### config.mk
export PLATFORM = sky130hd
export DESIGN_NAME = prga_decrypt_fsm
export DESIGN_NICKNAME = d
export VERILOG_FILES = /design/src/rtl/rc4_pkg.sv /design/src/rtl/rc4_char_check.sv /design/src/rtl/prga_decrypt_fsm.sv
export SDC_FILE = /design/constraint.sdc
export NUM_CORES = 1
export LEC_CHECK = 0
export BUFFER_PORTS_ARGS = -buffer_cell sky130_fd_sc_hd__buf_2
export CELL_PAD_IN_SITES_DETAIL_PLACEMENT = 0
export CELL_PAD_IN_SITES_GLOBAL_PLACEMENT = 1
export CORE_UTILIZATION = 45
export CTS_CLUSTER_DIAMETER = 30
export DETAILED_ROUTE_END_ITERATION = 7
export GPL_ROUTABILITY_DRIVEN = 0
export HOLD_SLACK_MARGIN = 0.08
export PLACE_DENSITY_LB_ADDON = 0.1
export SETUP_SLACK_MARGIN = 0.1
export SLEW_MARGIN = 5
export SYNTH_ARGS = -nofsm -noshare
export SYNTH_HDL_FRONTEND = slang
export SYNTH_SLANG_ARGS = --single-unit
### constraint.sdc
create_clock -name clk -period 2.4 [get_ports clk]
set_input_delay 0.24 -clock clk [delete_from_list [all_inputs] [get_ports clk]]
set_output_delay 0.24 -clock clk [all_outputs]
set_load 0.005 [all_outputs]
### src/rtl/rc4_pkg.sv
// Shared RC4 decrypt definitions: FSM state encoding, default message length,
// and the bounds of the legal plaintext alphabet (space and lowercase letters).
package rc4_pkg;

   localparam int MSG_LEN_DEF = 32;

   localparam logic [7:0] SPACE   = 8'd32;
   localparam logic [7:0] LOWER_A = 8'd97;
   localparam logic [7:0] LOWER_Z = 8'd122;

   typedef enum logic [3:0] {
      IDLE      = 4'd0,
      INC_I     = 4'd1,
      WAIT_SI   = 4'd2,
      READ_SI   = 4'd3,
      SET_J     = 4'd4,
      WAIT_SJ   = 4'd5,
      READ_SJ   = 4'd6,
      WRITE_I   = 4'd7,
      WRITE_J   = 4'd8,
      SET_F     = 4'd9,
      WAIT_F    = 4'd10,
      READ_F    = 4'd11,
      WRITE_DEC = 4'd12,
      NEXT      = 4'd13,
      DONE      = 4'd14
   } state_e;

endpackage

### src/rtl/rc4_char_check.sv
// Combinational plaintext filter: a byte is legal if it is a space or 'a'..'z'.
module rc4_char_check
   import rc4_pkg::*;
(
   input  logic [7:0] ch_i,
   output logic       legal_o
);

   assign legal_o = (ch_i == SPACE) || ((ch_i >= LOWER_A) && (ch_i <= LOWER_Z));

endmodule

### src/rtl/prga_decrypt_fsm.sv
// RC4 PRGA decrypt engine: walks the pre-shuffled S memory, XORs the keystream
// with ciphertext ROM bytes and writes plaintext RAM, optionally aborting on a bad char.
module prga_decrypt_fsm
   import rc4_pkg::*;
#(
   parameter int MSG_LEN    = MSG_LEN_DEF,
   parameter bit CHECK_TEXT = 1'b1
)
(
   input  logic       clk,
   input  logic       reset,
   input  logic       start,
   output logic [7:0] s_address,
   output logic [7:0] s_data,
   output logic       s_wren,
   input  logic [7:0] s_q,
   output logic [4:0] rom_address,
   input  logic [7:0] rom_q,
   output logic [4:0] dec_address,
   output logic [7:0] dec_data,
   output logic       dec_wren,
   output logic       done,
   output logic       fail
);

   localparam logic [4:0] K_LAST = 5'(MSG_LEN - 1);

   state_e     state_q, state_d;
   logic [7:0] i_q, i_d, j_q, j_d, si_q, si_d, sj_q, sj_d, f_q, f_d;
   logic [4:0] k_q, k_d;
   logic [7:0] s_addr_q, s_addr_d, s_data_q, s_data_d;
   logic       s_wren_q, s_wren_d;
   logic [4:0] dec_addr_q, dec_addr_d;
   logic [7:0] dec_data_q, dec_data_d;
   logic       dec_wren_q, dec_wren_d;
   logic       done_q, done_d, fail_q, fail_d;
   logic       legal;

   // f ^ rom_q is the byte just written: rom_address is still k during NEXT
   rc4_char_check u_chk (
      .ch_i    (f_q ^ rom_q),
      .legal_o (legal)
   );

   always_comb begin
      state_d    = state_q;
      i_d        = i_q;
      j_d        = j_q;
      k_d        = k_q;
      si_d       = si_q;
      sj_d       = sj_q;
      f_d        = f_q;
      s_addr_d   = s_addr_q;
      s_data_d   = s_data_q;
      s_wren_d   = 1'b0;
      dec_addr_d = dec_addr_q;
      dec_data_d = dec_data_q;
      dec_wren_d = 1'b0;
      done_d     = done_q;
      fail_d     = fail_q;
      unique case (state_q)
         IDLE: begin
            i_d = 8'd0;
            j_d = 8'd0;
            k_d = 5'd0;
            if (start) state_d = INC_I;
         end
         INC_I: begin
            i_d      = i_q + 8'd1;
            s_addr_d = i_q + 8'd1;
            state_d  = WAIT_SI;
         end
         WAIT_SI: state_d = READ_SI;
         READ_SI: begin
            si_d    = s_q;
            j_d     = j_q + s_q;
            state_d = SET_J;
         end
         SET_J: begin
            s_addr_d = j_q;
            state_d  = WAIT_SJ;
         end
         WAIT_SJ: state_d = READ_SJ;
         // write strobes are registered one state early so they are high exactly in WRITE_I/WRITE_J
         READ_SJ: begin
            sj_d     = s_q;
            s_addr_d = i_q;
            s_data_d = s_q;
            s_wren_d = 1'b1;
            state_d  = WRITE_I;
         end
         WRITE_I: begin
            s_addr_d = j_q;
            s_data_d = si_q;
            s_wren_d = 1'b1;
            state_d  = WRITE_J;
         end
         WRITE_J: state_d = SET_F;
         SET_F: begin
            s_addr_d = si_q + sj_q;
            state_d  = WAIT_F;
         end
         WAIT_F: state_d = READ_F;
         READ_F: begin
            f_d        = s_q;
            dec_addr_d = k_q;
            dec_data_d = s_q ^ rom_q;
            dec_wren_d = 1'b1;
            state_d    = WRITE_DEC;
         end
         WRITE_DEC: state_d = NEXT;
         NEXT: begin
            if (CHECK_TEXT && !legal) begin
               done_d  = 1'b1;
               fail_d  = 1'b1;
               state_d = DONE;
            end else if (k_q == K_LAST) begin
               done_d  = 1'b1;
               fail_d  = 1'b0;
               state_d = DONE;
            end else begin
               k_d     = k_q + 5'd1;
               state_d = INC_I;
            end
         end
         DONE: begin
            if (!start) begin
               done_d  = 1'b0;
               fail_d  = 1'b0;
               state_d = IDLE;
            end
         end
         default: state_d = IDLE;
      endcase
   end

   always_ff @(posedge clk or negedge reset) begin
      if (!reset) begin
         state_q    <= IDLE;
         i_q        <= 8'd0;
         j_q        <= 8'd0;
         k_q        <= 5'd0;
         si_q       <= 8'd0;
         sj_q       <= 8'd0;
         f_q        <= 8'd0;
         s_addr_q   <= 8'd0;
         s_data_q   <= 8'd0;
         s_wren_q   <= 1'b0;
         dec_addr_q <= 5'd0;
         dec_data_q <= 8'd0;
         dec_wren_q <= 1'b0;
         done_q     <= 1'b0;
         fail_q     <= 1'b0;
      end else begin
         state_q    <= state_d;
         i_q        <= i_d;
         j_q        <= j_d;
         k_q        <= k_d;
         si_q       <= si_d;
         sj_q       <= sj_d;
         f_q        <= f_d;
         s_addr_q   <= s_addr_d;
         s_data_q   <= s_data_d;
         s_wren_q   <= s_wren_d;
         dec_addr_q <= dec_addr_d;
         dec_data_q <= dec_data_d;
         dec_wren_q <= dec_wren_d;
         done_q     <= done_d;
         fail_q     <= fail_d;
      end
   end

   assign s_address   = s_addr_q;
   assign s_data      = s_data_q;
   assign s_wren      = s_wren_q;
   assign rom_address = k_q;
   assign dec_address = dec_addr_q;
   assign dec_data    = dec_data_q;
   assign dec_wren    = dec_wren_q;
   assign done        = done_q;
   assign fail        = fail_q;

endmodule
==> results.sh <==
export IMPL_synth_warning_count=0
export IMPL_rsz0062_at_grt="no"
export IMPL_holdPathEnd="f_q[7]"
export IMPL_finalCritPeriodShare=0.907
export IMPL_holdCritPathClass="in -> reg"
export IMPL_cts_tree="done"
export IMPL_ctsRootBufferMaster="sky130_fd_sc_hd__clkbuf_8"
export IMPL_ys_dominant_reg_cell="sky130_fd_sc_hd__dfrtp_1"
export IMPL_drt_pass1_iter_count=4
export IMPL_synth_edf_count=0
export IMPL_chipHeight_um=101
export IMPL_start_kind="register"
export IMPL_global_route_wire_length_before_repair_um=16700
export IMPL_synth_lib_cells_used_distinct=57
export IMPL_port_buffer_count=56
export IMPL_nets=550
export IMPL_criticalPathCategory="reg -> reg"
export IMPL_total_power_w=0.00646
export IMPL_dr_total_vias=3457
export IMPL_postRouteWirelength_um=10400
export IMPL_dieWidth_um=101
export IMPL_worst_hold_startpoint="s_q[7]"
export IMPL_cts_post_setup_buffers_inserted=0
export IMPL_die_area_um2=10300
export IMPL_postSynthAreaPerCell_um2=9.87
export IMPL_timing_final_crit_period_ps=2180
export IMPL_synth_area_leaders="sky130_fd_sc_hd__dfrtp_1, sky130_fd_sc_hd__nand2_1, sky130_fd_sc_hd__xnor2_1, sky130_fd_sc_hd__ha_1, sky130_fd_sc_hd__o21ai_0"
export IMPL_drt_drc_violations_left=0
export IMPL_fmax_mhz=459
export IMPL_grt_pass1_vias=3195
export IMPL_grt_usage=0.214
export IMPL_cp_data_arrival_time_ps=2420
export IMPL_placed_cells=629
export IMPL_required_ps=2650
export IMPL_h_tree_depth=3
export IMPL_post_synth_top_area_cell="sky130_fd_sc_hd__dfrtp_1"
export IMPL_setup_tns_final_ps=0
export IMPL_antenna_violating_nets_post_route=0
export IMPL_worstPathMaxFanout=8
export IMPL_antenna_found_initial=0
export IMPL_postSynthRegisterBits=82
export IMPL_cts_buffers=9
export IMPL_crit_reg2reg_capture="rom_address[2]"
export IMPL_clk_path_buf_depth=2
export IMPL_io_pin_count=57
export IMPL_initial_standard_cell_utilization_of_the_core=0.472
export IMPL_sequential_to_total_area_share_from_yosys_stat=0.462
export IMPL_via_per_inst=5.37
export IMPL_netlist_area_um2=4440
export IMPL_cts_sinks=82
export IMPL_netlist_area_leader_share=0.462
export IMPL_core_um2=9420
export IMPL_rows=35
export IMPL_lkg_pwr_nw=2.48
export IMPL_status="finished, final reports clean"
export IMPL_synthToLayoutAreaGrowth_pct=15.2
export IMPL_number_of_antenna_repair_diodes=0
export IMPL_regToRegSetupSlack_ps=220
export IMPL_fraction_of_layout_cells_with_a_size_suffix_above_1=0.208
export IMPL_finalSetupViolations=0
export IMPL_first_iter_violations=144
export IMPL_vdd_ir_drop_worst_mv=0.518
export IMPL_postSynthCellCount=450
export IMPL_clk_pin_slew_worst_paths_ps=90
export IMPL_final_hold_viol_count=0
export IMPL_critPathCaptureType="register"
export IMPL_syn_nets=488
export IMPL_remaining_max_slew_budget_at_the_tightest_pin=0.525
export IMPL_dp_final_hpwl_um=7530
export IMPL_finalWorstSetupSlack_ps=223
export IMPL_count_of_cells_along_the_worst_register_to_register_path=7
export IMPL_clock_insertion_delay_worst_skew_ps=350
export IMPL_detailedPlace_worstSlack_ps=277
export IMPL_maxCapViolCount=0
export IMPL_grt_max_degree=51
export IMPL_finalClockSkew_ps=18.7
export IMPL_most_frequent_cells_in_the_layout="sky130_fd_sc_hd__nand2_1, sky130_fd_sc_hd__dfrtp_1, sky130_fd_sc_hd__buf_2"
export IMPL_final_cells=644
export IMPL_max_slew_worst_pin_slew_ps=709
export IMPL_whs_path_depth=3
export IMPL_async_flop_share=1.00
export IMPL_timing_final_max_slew_violations=0
export IMPL_globalRoute_totalOverflow=0
export IMPL_power_density_nw_per_um2=1260
export IMPL_route_detailed_wl_per_inst_um=16.1
export IMPL_commonest_non_fill_non_tap_cell_in_the_layout="sky130_fd_sc_hd__nand2_1"
export IMPL_reg2reg_from="rom_address[0]"
[what timing repair did]
item                                   CTS  global route
endpoints found under the hold margin   32             0
gates resized for setup                  0             1
hold buffers                             1             0
setup endpoints to repair                0             1
[routing by layer]
metal	track usage	vias up	part of all wire
met5	0	-	0
met4	0.0580	0	0.0059
met3	0.0400	4	0.033
met2	0.319	67	0.45
met1	0.319	1669	0.51
li1	-	1717	-
[worst max path at each step]
| stage | from | endpoint |
|---|---|---|
| 2_1_floorplan | rom_address[0] | rom_address[2] |
| 3_3_place_gp | rom_address[0] | rom_address[2] |
| 3_5_place_dp | rom_address[0] | rom_address[2] |
| 4_1_cts | rom_address[0] | rom_address[2] |
| 5_1_grt | rom_address[0] | rom_address[3] |
| 6_report | rom_address[0] | rom_address[2] |
[per-stage QoR]
step / instance area, µm² / utilization / hold WS (ps)
4_1_cts: 5110 / 0.543 / 159
3_3_place_gp: 4910 / 0.522 / 218
2_1_floorplan: 4440 / - / -55.6
6_report: 5110 / 0.543 / 178
3_5_place_dp: 4910 / 0.522 / 223
5_1_grt: 5110 / 0.543 / 153
[sequential cells by signal, indices dropped and copies added (netlist names)]
signal / cells
dec_data: 8
j_q: 8
i_q: 8
rom_address: 5
f_q: 8
dec_wren: 1
si_q: 8
s_wren: 1
fail: 1
done: 1
dec_address: 5
sj_q: 8
s_data: 8
state_q: 4
s_address: 8
[report_power, final]
group          switching [W]  internal [W]  leakage (nW)
registers           0.000421       0.00192          1.04
clock network       0.000523      0.000501        0.0946
logic                0.00167       0.00142          1.35
[layout make-up]
type | instances | area (µm²)
timing repair buffer | 70 | 403
multi-input combinational | 341 | 2280
fill | 871 | 4300
inverter | 8 | 30.0
clock inverter | 4 | 51.3
tap | 129 | 161
clock buffer | 10 | 138
sequential | 82 | 2050
[synth_stat cells (10+ instances only)]
library cell / n
sky130_fd_sc_hd__mux2_2: 16
sky130_fd_sc_hd__dfrtp_1: 82
sky130_fd_sc_hd__buf_2: 10
sky130_fd_sc_hd__a22o_1: 10
sky130_fd_sc_hd__ha_1: 17
sky130_fd_sc_hd__o21ai_0: 38
sky130_fd_sc_hd__nand2_1: 84
sky130_fd_sc_hd__xnor2_1: 26
sky130_fd_sc_hd__a21oi_1: 15
sky130_fd_sc_hd__nor2_1: 22
sky130_fd_sc_hd__mux2i_1: 14
[worst max-delay path, stage by stage (launching register included)]
cell	delay, ps
sky130_fd_sc_hd__dfrtp_1	440
sky130_fd_sc_hd__ha_1	240
sky130_fd_sc_hd__and3_1	190
sky130_fd_sc_hd__ha_1	240
sky130_fd_sc_hd__nor4_1	330
sky130_fd_sc_hd__a31oi_1	200
sky130_fd_sc_hd__o2bb2ai_1	220
sky130_fd_sc_hd__a22o_1	220
[logic make-up after synthesis]
logic type                 count (synthesis)  synth area share
and+or+nand+nor                          147             0.151
buffers and inverters                     27            0.0256
DFF                                       82             0.462
xor gates and xnor gates                  34            0.0670
adders and majority gates                 21            0.0614
muxes                                     30            0.0721
AOI/OAI and AO/OA                        109             0.161
(Power assumes the default switching activity.)
